$ cat src/rtl/aes_mode_ctrl.sv
// aes_mode_ctrl: block-cipher mode controller (ECB / CBC / CTR) that drives an
// iterative AES-128 core one 128-bit block at a time, owning the IV/counter
// chaining register, the remaining-block counter and the streaming handshakes.
// Optional build macro: AES_MODE_CTRL_CHAIN_OUT_EN exposes the chaining
// register on o_Chain for message resumption.
module aes_mode_ctrl #(
    parameter int CTR_W = 32,
    parameter int LEN_W = 16
) (
    input  logic             i_Clk,
    input  logic             i_Rst,
    input  logic             i_Start,
    input  logic [1:0]       i_Mode,
    input  logic             i_fDec,
    input  logic [127:0]     i_IV,
    input  logic [LEN_W-1:0] i_NumBlk,
    input  logic             i_Din_Valid,
    input  logic [127:0]     i_Din,
    output logic             o_Din_Ready,
    output logic             o_Dout_Valid,
    output logic [127:0]     o_Dout,
    input  logic             i_Dout_Ready,
    output logic             o_Busy,
    output logic             o_fDone,
    output logic             o_fErr,
    output logic             o_Core_Start,
    output logic             o_Core_fDec,
    output logic [127:0]     o_Core_Text,
    input  logic             i_Core_fDone,
    input  logic [127:0]     i_Core_Text
`ifdef AES_MODE_CTRL_CHAIN_OUT_EN
    ,
    output logic [127:0]     o_Chain
`endif
);

    typedef enum logic [2:0] {
        S_IDLE,
        S_LOAD,
        S_CORE,
        S_OUT,
        S_DONE
    } state_t;

    localparam logic [1:0] MODE_ECB = 2'b00;
    localparam logic [1:0] MODE_CBC = 2'b01;
    localparam logic [1:0] MODE_CTR = 2'b10;
    localparam logic [1:0] MODE_RSV = 2'b11;

    // Bits of the chaining register that form the CTR block counter.
    localparam logic [127:0] CTR_MASK =
        (CTR_W >= 128) ? {128{1'b1}} : ((128'd1 << CTR_W) - 128'd1);

    state_t             state_reg, state_next;
    logic [1:0]         mode_reg, mode_next;
    logic               dec_reg, dec_next;
    logic [LEN_W-1:0]   rem_reg, rem_next;
    logic [127:0]       chain_reg, chain_next;
    logic [127:0]       in_reg, in_next;
    logic [127:0]       text_reg, text_next;
    logic [127:0]       dout_reg, dout_next;
    logic               core_start_reg, core_start_next;
    logic               err_reg, err_next;
    logic [127:0]       chain_inc;

    // Counter increment confined to the low CTR_W bits; the carry out of the
    // counter field is discarded so the upper nonce bits never change.
    assign chain_inc = (chain_reg & ~CTR_MASK) | ((chain_reg + 128'd1) & CTR_MASK);

    // State and datapath registers, cleared by synchronous reset.
    always_ff @(posedge i_Clk) begin
        if (i_Rst) begin
            state_reg      <= S_IDLE;
            mode_reg       <= MODE_ECB;
            dec_reg        <= 1'b0;
            rem_reg        <= '0;
            chain_reg      <= '0;
            in_reg         <= '0;
            text_reg       <= '0;
            dout_reg       <= '0;
            core_start_reg <= 1'b0;
            err_reg        <= 1'b0;
        end else begin
            state_reg      <= state_next;
            mode_reg       <= mode_next;
            dec_reg        <= dec_next;
            rem_reg        <= rem_next;
            chain_reg      <= chain_next;
            in_reg         <= in_next;
            text_reg       <= text_next;
            dout_reg       <= dout_next;
            core_start_reg <= core_start_next;
            err_reg        <= err_next;
        end
    end

    // Next-state and datapath update for each mode.
    always_comb begin
        state_next      = state_reg;
        mode_next       = mode_reg;
        dec_next        = dec_reg;
        rem_next        = rem_reg;
        chain_next      = chain_reg;
        in_next         = in_reg;
        text_next       = text_reg;
        dout_next       = dout_reg;
        core_start_next = 1'b0;
        err_next        = 1'b0;
        case (state_reg)
            S_IDLE: begin
                if (i_Start) begin
                    mode_next  = i_Mode;
                    dec_next   = i_fDec;
                    rem_next   = i_NumBlk;
                    chain_next = i_IV;
                    if (i_Mode == MODE_RSV) begin
                        err_next = 1'b1;
                    end else if (i_NumBlk == '0) begin
                        state_next = S_DONE;
                    end else begin
                        state_next = S_LOAD;
                    end
                end
            end
            S_LOAD: begin
                if (i_Din_Valid) begin
                    in_next = i_Din;
                    case (mode_reg)
                        MODE_CBC: text_next = dec_reg ? i_Din : (i_Din ^ chain_reg);
                        MODE_CTR: text_next = chain_reg;
                        default:  text_next = i_Din;
                    endcase
                    core_start_next = 1'b1;
                    state_next      = S_CORE;
                end
            end
            S_CORE: begin
                if (i_Core_fDone) begin
                    case (mode_reg)
                        MODE_CBC: begin
                            if (dec_reg) begin
                                dout_next  = i_Core_Text ^ chain_reg;
                                chain_next = in_reg;
                            end else begin
                                dout_next  = i_Core_Text;
                                chain_next = i_Core_Text;
                            end
                        end
                        MODE_CTR: begin
                            dout_next  = i_Core_Text ^ in_reg;
                            chain_next = chain_inc;
                        end
                        default: dout_next = i_Core_Text;
                    endcase
                    state_next = S_OUT;
                end
            end
            S_OUT: begin
                if (i_Dout_Ready) begin
                    rem_next   = rem_reg - LEN_W'(1);
                    state_next = (rem_reg == LEN_W'(1)) ? S_DONE : S_LOAD;
                end
            end
            S_DONE: begin
                state_next = S_IDLE;
            end
            default: begin
                state_next = S_IDLE;
            end
        endcase
    end

    // All handshake outputs decode registered state only.
    assign o_Din_Ready  = (state_reg == S_LOAD);
    assign o_Dout_Valid = (state_reg == S_OUT);
    assign o_Dout       = (state_reg == S_OUT) ? dout_reg : '0;
    assign o_Busy       = (state_reg != S_IDLE);
    assign o_fDone      = (state_reg == S_DONE);
    assign o_fErr       = err_reg;
    assign o_Core_Start = core_start_reg;
    assign o_Core_fDec  = dec_reg & (mode_reg != MODE_CTR);
    assign o_Core_Text  = text_reg;

`ifdef AES_MODE_CTRL_CHAIN_OUT_EN
    assign o_Chain = chain_reg;
`endif

endmodule

$ cat config.mk
export PLATFORM = sky130hd
export DESIGN_NAME = aes_mode_ctrl
export DESIGN_NICKNAME = d
export VERILOG_FILES = /design/src/rtl/aes_mode_ctrl.sv
export SDC_FILE = /design/constraint.sdc
export NUM_CORES = 2
export LEC_CHECK = 0
export ABC_AREA = 1
export BUFFER_PORTS_ARGS = -buffer_cell sky130_fd_sc_hd__buf_2
export CAP_MARGIN = 5
export CORE_ASPECT_RATIO = 0.5
export CORE_UTILIZATION = 42
export CTS_BUF_LIST = sky130_fd_sc_hd__clkbuf_8
export CTS_CLUSTER_SIZE = 16
export DETAILED_ROUTE_END_ITERATION = 8
export PLACE_DENSITY = 0.74
export SYNTH_ARGS = -nofsm -noshare
export SYNTH_HDL_FRONTEND = slang
export SYNTH_SLANG_ARGS = --single-unit
export TNS_END_PERCENT = 10
$ cat constraint.sdc
create_clock -name i_Clk -period 2.49 [get_ports i_Clk]
set_input_delay 0.498 -clock i_Clk [delete_from_list [all_inputs] [get_ports i_Clk]]
set_output_delay 0.498 -clock i_Clk [all_outputs]
set_load 0.1 [all_outputs]
* Yosys cells after proc, flatten, opt, wreduce, memory -nomap -nowiden
Cells that the tools add are included.
Word-level totals: bits in registers 536, bits of input ports 409, output and inout port bits 263, logic and storage cells 71
Operators by class: add/subtract/negate cells 2, eq/ne operators 15, muxes and demuxes 23, bitwise gates (word level) 8, reductions and logical operators 13
Operators by type and width (number):
- $pmux 128 s2 | 4
- $mux 128 | 6
- $xor 128x128->128 | 3
- $or 128x32->128 | 1
- $add 32x1->32 const B | 1
- $mux 16 | 2
- $pmux 16 s2 | 1
- $mux 3 | 7
- $eq 16x1->1 const B | 1
- $logic_not 16->1 | 1
- $sub 16x1->16 const B | 1
- $pmux 3 s4 | 1
- $ne 2x2->1 const B | 5
- $eq 3x2->1 const B | 2
- $reduce_and 2->1 | 3
- $reduce_and 5->1 | 1
- $eq 2x2->1 const B | 2
- $reduce_and 4->1 | 1
- $reduce_bool 2->1 | 2
- $eq 3x1->1 const B | 1
- $eq 3x3->1 const B | 1
- $logic_not 3->1 | 1
- $ne 3x3->1 const B | 1
- $not 1->1 | 3
- 8 further kinds | 9

* Longest topological paths before layout
depth after elaboration 5, mapped depth 14, mapped depth without buffers 12

* Least setup slack after synthesis
No wires, ideal clock.
path type flip-flop to output port, start reg state_reg[1], end out o_Dout[100], arrival time 2.521 ns, required time 1.992 ns, setup slack -0.529 ns, stages on the path, launching flop included 7, buffers on the path 2, cell sequence dfxtp_1 -> nand2_2 -> nor2_2 -> inv_2 -> clkbuf_1 -> buf_1 -> nor2_1
On the way: longest elaborated chain between the ends 2
RTL lines:
- from (decl) | line 54 | state_t state_reg, state_next;
- from (signal assigned) | line 84 | state_reg <= state_next;
- $eq 3x2->1 | line 176 | assign o_Dout = (state_reg == S_OUT) ? dout_reg : '0;
- $mux 128 | line 176
- to (decl) | line 21 | output logic [127:0] o_Dout,
No other way between the ends.

* Worst setup path in the final report
start reg state_reg[2], end out o_Dout[107]
Same word-level chain as after synthesis.

==> out/metrics.json <==
{
  "sta": {
    "skew_ns": 0.0780,
    "slew_violations": 0,
    "worst_pin_slew_ns": 1.02,
    "final_min_period_over_clock_period_pct": 105,
    "total_count_of_hold_check_failures_in_the_final_report": 0,
    "achievable-frequency_mhz": 382,
    "final_worst_path_setup_slack_ns": -0.130,
    "worst_slew_margin_rel_pct": 32.3,
    "setup_total_negative_slack_ns": -8.59,
    "rsz0062_at_grt": "yes",
    "post-route-min-period_ns": 2.62,
    "setup_viol": 129
  },
  "worst_setup_path": {
    "timing.reg2reg.worst_path_depth": 8,
    "crit_fanout": 7,
    "critPathTopFamily": "buffers and inverters",
    "cp_data_arrival_time_ns": 2.12,
    "timing.critical_path.cells": "inv_2, nand2_4, nor2_4, buf_6, inv_12, buf_8, nor2_4, buf_12",
    "worst_path_max_stage_delay_ns": 0.33,
    "worstReg2RegEnd": "dout_reg[77]",
    "critical_path_buf_inv_count": 5,
    "timing.setup.critical_path_class": "reg -> out",
    "r2r_start": "mode_reg[1]",
    "crit_path_top_delay_cell": "sky130_fd_sc_hd__dfxtp_2",
    "critPathLaunchType": "register",
    "end_kind": "output port",
    "worst_ep_required_time_ns": 1.99,
    "worst-r2r-setup-slack_ns": 0.24,
    "crit_path_frequent_cell": "sky130_fd_sc_hd__nor2_4"
  },
  "clock_network": {
    "cts_inserted_buffers": 84,
    "cts.reportedPaths.clkPinSlew_ns": 0.07,
    "numClockSinks": 536,
    "cts_max_path_buffers": 3,
    "root_buffer": "sky130_fd_sc_hd__clkbuf_8",
    "cts_tree": "done",
    "clk-insertion-delay-late_ns": 0.80,
    "h-tree-depth": 3
  },
  "synth": {
    "synth.yosys.warnings": 0,
    "syn_inst": 5020,
    "ys_types": 44,
    "asyncSetResetFlopFracSynth_pct": 0,
    "synthFlopType": "sky130_fd_sc_hd__dfxtp_1",
    "area_of_the_mapped_netlist_um2": 31600,
    "net_count_after_synthesis": 5434,
    "synth_area_leaders": "sky130_fd_sc_hd__dfxtp_1 34%, sky130_fd_sc_hd__o21ai_0 12%, sky130_fd_sc_hd__nor2_1 9.1%",
    "synthDominantCellAreaShare_pct": 33.9,
    "synth_top_area_cell": "sky130_fd_sc_hd__dfxtp_1",
    "post_synthesis_mean_instance_area_um2": 6.30,
    "synth-edff-count": 0,
    "ys_ff_latch": 536,
    "synth_sequential_area_ratio_pct": 33.9
  },
  "power_and_ir_drop": {
    "ir_worst_vdd_uv": 1130,
    "cellPowerDensity_nw_per_um2": 962,
    "power_leakage_nw": 17.3,
    "total_power_mw": 41.2
  },
  "detailed_routing": {
    "routed_wire_length_per_instance_um": 20.5,
    "drt_pass_1_iters": 8,
    "routed_wl_um": 139000,
    "initialDrtViolationCount": 4591,
    "drt-vias-per-instance": 5.84,
    "drtAntennaViolNets": 0,
    "routed-via-count": 39600,
    "route.detailed.drc": 0
  },
  "finish": {
    "drive_above_1_share_pct": 19.1,
    "flow.area_growth_from_synthesis_pct": 35.4,
    "final_cell_area_um2": 42800,
    "nets": 6077,
    "finish.cell_count_without_fillers": 6788,
    "nFillCells": 6801
  },
  "status": {
    "failed_checks": "negative setup slack",
    "run_status": "finished, violations left"
  },
  "floorplanning": {
    "floorplan.die.width_um": 390,
    "core-area_um2": 73700,
    "floorplan.die.height_um": 196,
    "rows": 70,
    "die_area_um2": 76500,
    "initial_core_util_pct": 42.9,
    "ioPinCount": 672
  },
  "place": {
    "hpwlAfterDp_um": 88400,
    "dp.cells": 6397,
    "gp_congestion": 0.947,
    "portBuffers": 671,
    "placed_area_um2": 38300
  },
  "hold_path": {
    "min_from": "i_Din[20]",
    "worstHoldEndpoint": "in_reg[20]",
    "hold_class": "in -> reg",
    "min_path_cells": 3
  },
  "job": {
    "max-cap-violations": 0
  },
  "grt": {
    "grt_first_pass_wirelength_um": 211000,
    "grt_pass1_vias": 37200,
    "gr-total-overflow": 0,
    "grt_start_max_net_pins": 175,
    "initial_antenna_violation_count": 54,
    "gr-usage-all-layers_pct": 34.8
  }
}
==> layout by cell type (no fill, tap or decap), drive strengths merged, types with 153 or more instances in the layout <==
master and count:
a21oi 567, o211ai 153, nor2 769, o21ai 826, nand2 692, nand3 370
dfxtp 536, inv 469, dlygate4sd3 175, buf 793
==> cell usage after synthesis (44+ instances only) <==
library cell / instances
sky130_fd_sc_hd__dfxtp_1: 536
sky130_fd_sc_hd__buf_2: 89
sky130_fd_sc_hd__o21ai_0: 789
sky130_fd_sc_hd__a21oi_1: 567
sky130_fd_sc_hd__nor2_1: 765
sky130_fd_sc_hd__mux2i_1: 44
sky130_fd_sc_hd__nand3_1: 369
sky130_fd_sc_hd__a31oi_1: 62
sky130_fd_sc_hd__clkbuf_1: 255
sky130_fd_sc_hd__o211ai_1: 153
sky130_fd_sc_hd__nand2_1: 687
sky130_fd_sc_hd__o32ai_1: 44
sky130_fd_sc_hd__buf_1: 52
sky130_fd_sc_hd__inv_1: 424
==> worst max-delay path by stage <==
| stage | start | end | slack (ns) | cells past startpoint |
|---|---|---|---|---|
| floorplan | state_reg[1] | o_Dout[0] | -0.34 | 5 |
| global placement | mode_reg[0] | chain_reg[28] | 0.33 | 8 |
| detailed placement | mode_reg[1] | dout_reg[101] | 0.31 | 8 |
| CTS | state_reg[2] | o_Dout[107] | -0.16 | 8 |
| global route | state_reg[2] | o_Dout[107] | -0.20 | 8 |
| finish | state_reg[2] | o_Dout[107] | -0.13 | 8 |
==> worst reg2reg max path: cells and delay by family, from the launching register on <==
family | cells | cell delay [ns]
compound gates | 3 | 0.46
fa+ha+maj | 1 | 0.40
buf+inv | 3 | 0.90
flops | 1 | 0.34
simple gates | 1 | 0.13
==> per-layer routing <==
| layer | vias to the layer above | track usage, % | part of all wire [%] |
|---|---|---|---|
| li1 | 18300 | - | - |
| met1 | 18200 | 42.3 | 37 |
| met4 | 10 | 26.4 | 7.6 |
| met5 | - | 0 | 0.040 |
| met2 | 2503 | 54.7 | 45 |
| met3 | 653 | 6.79 | 9.6 |
==> logic make-up after synthesis <==
logic type               count (synthesis)  share of synthesized area, %
AO/OA/AOI/OAI                         1715                          29.6
multiplexers                            44                          1.39
XOR/XNOR                                10                         0.277
buffers and inverters                  853                          10.8
adder cells (fa/ha/maj)                  5                         0.198
flip-flops                             536                          33.9
AND/OR/NAND/NOR                       1857                          23.8
==> power by group <==
group          switching [mW]  internal (mW)
registers                2.09           10.7
clock network            4.09           4.03
logic                    14.8           5.40
total                    21.0           20.2
==> stage by stage <==
| stage | setup slack, ns | utilization [%] | hold WS, ns |
|---|---|---|---|
| after global routing | -0.200 | 58.0 | 0.0437 |
| final | -0.130 | 58.1 | 0.0534 |
| after CTS | -0.162 | 57.6 | 0.000437 |
| after floorplan | -0.344 | - | 0.445 |
| after global placement | 0.334 | 52.0 | 0.450 |
| after detailed placement | 0.313 | 52.0 | 0.454 |
==> repair_timing <==
item	CTS	global route
cloned	3	1
hold buffers	175	0
endpoints found under the setup margin	132	130
resized for setup	115	41
pin swaps	2	2
buffers inserted	8	1
endpoints found under the hold margin	175	0
==> cell type report <==
cell class                      count  area, µm²  area share, %
Clock buffer                      107       1470           3.44
Clock inverter                     43        280          0.655
Antenna cell                       53        133          0.310
Timing Repair Buffer              970       8670           20.3
Inverter                          438       1700           3.97
Tap cell                         1008       1260           2.95
Multi-Input combinational cell   3631      18500           43.3
Timing Repair inverter              2       32.5         0.0760
Sequential cell                   536      10700           25.1
No activity file was read; power rests on OpenSTA's default activity.
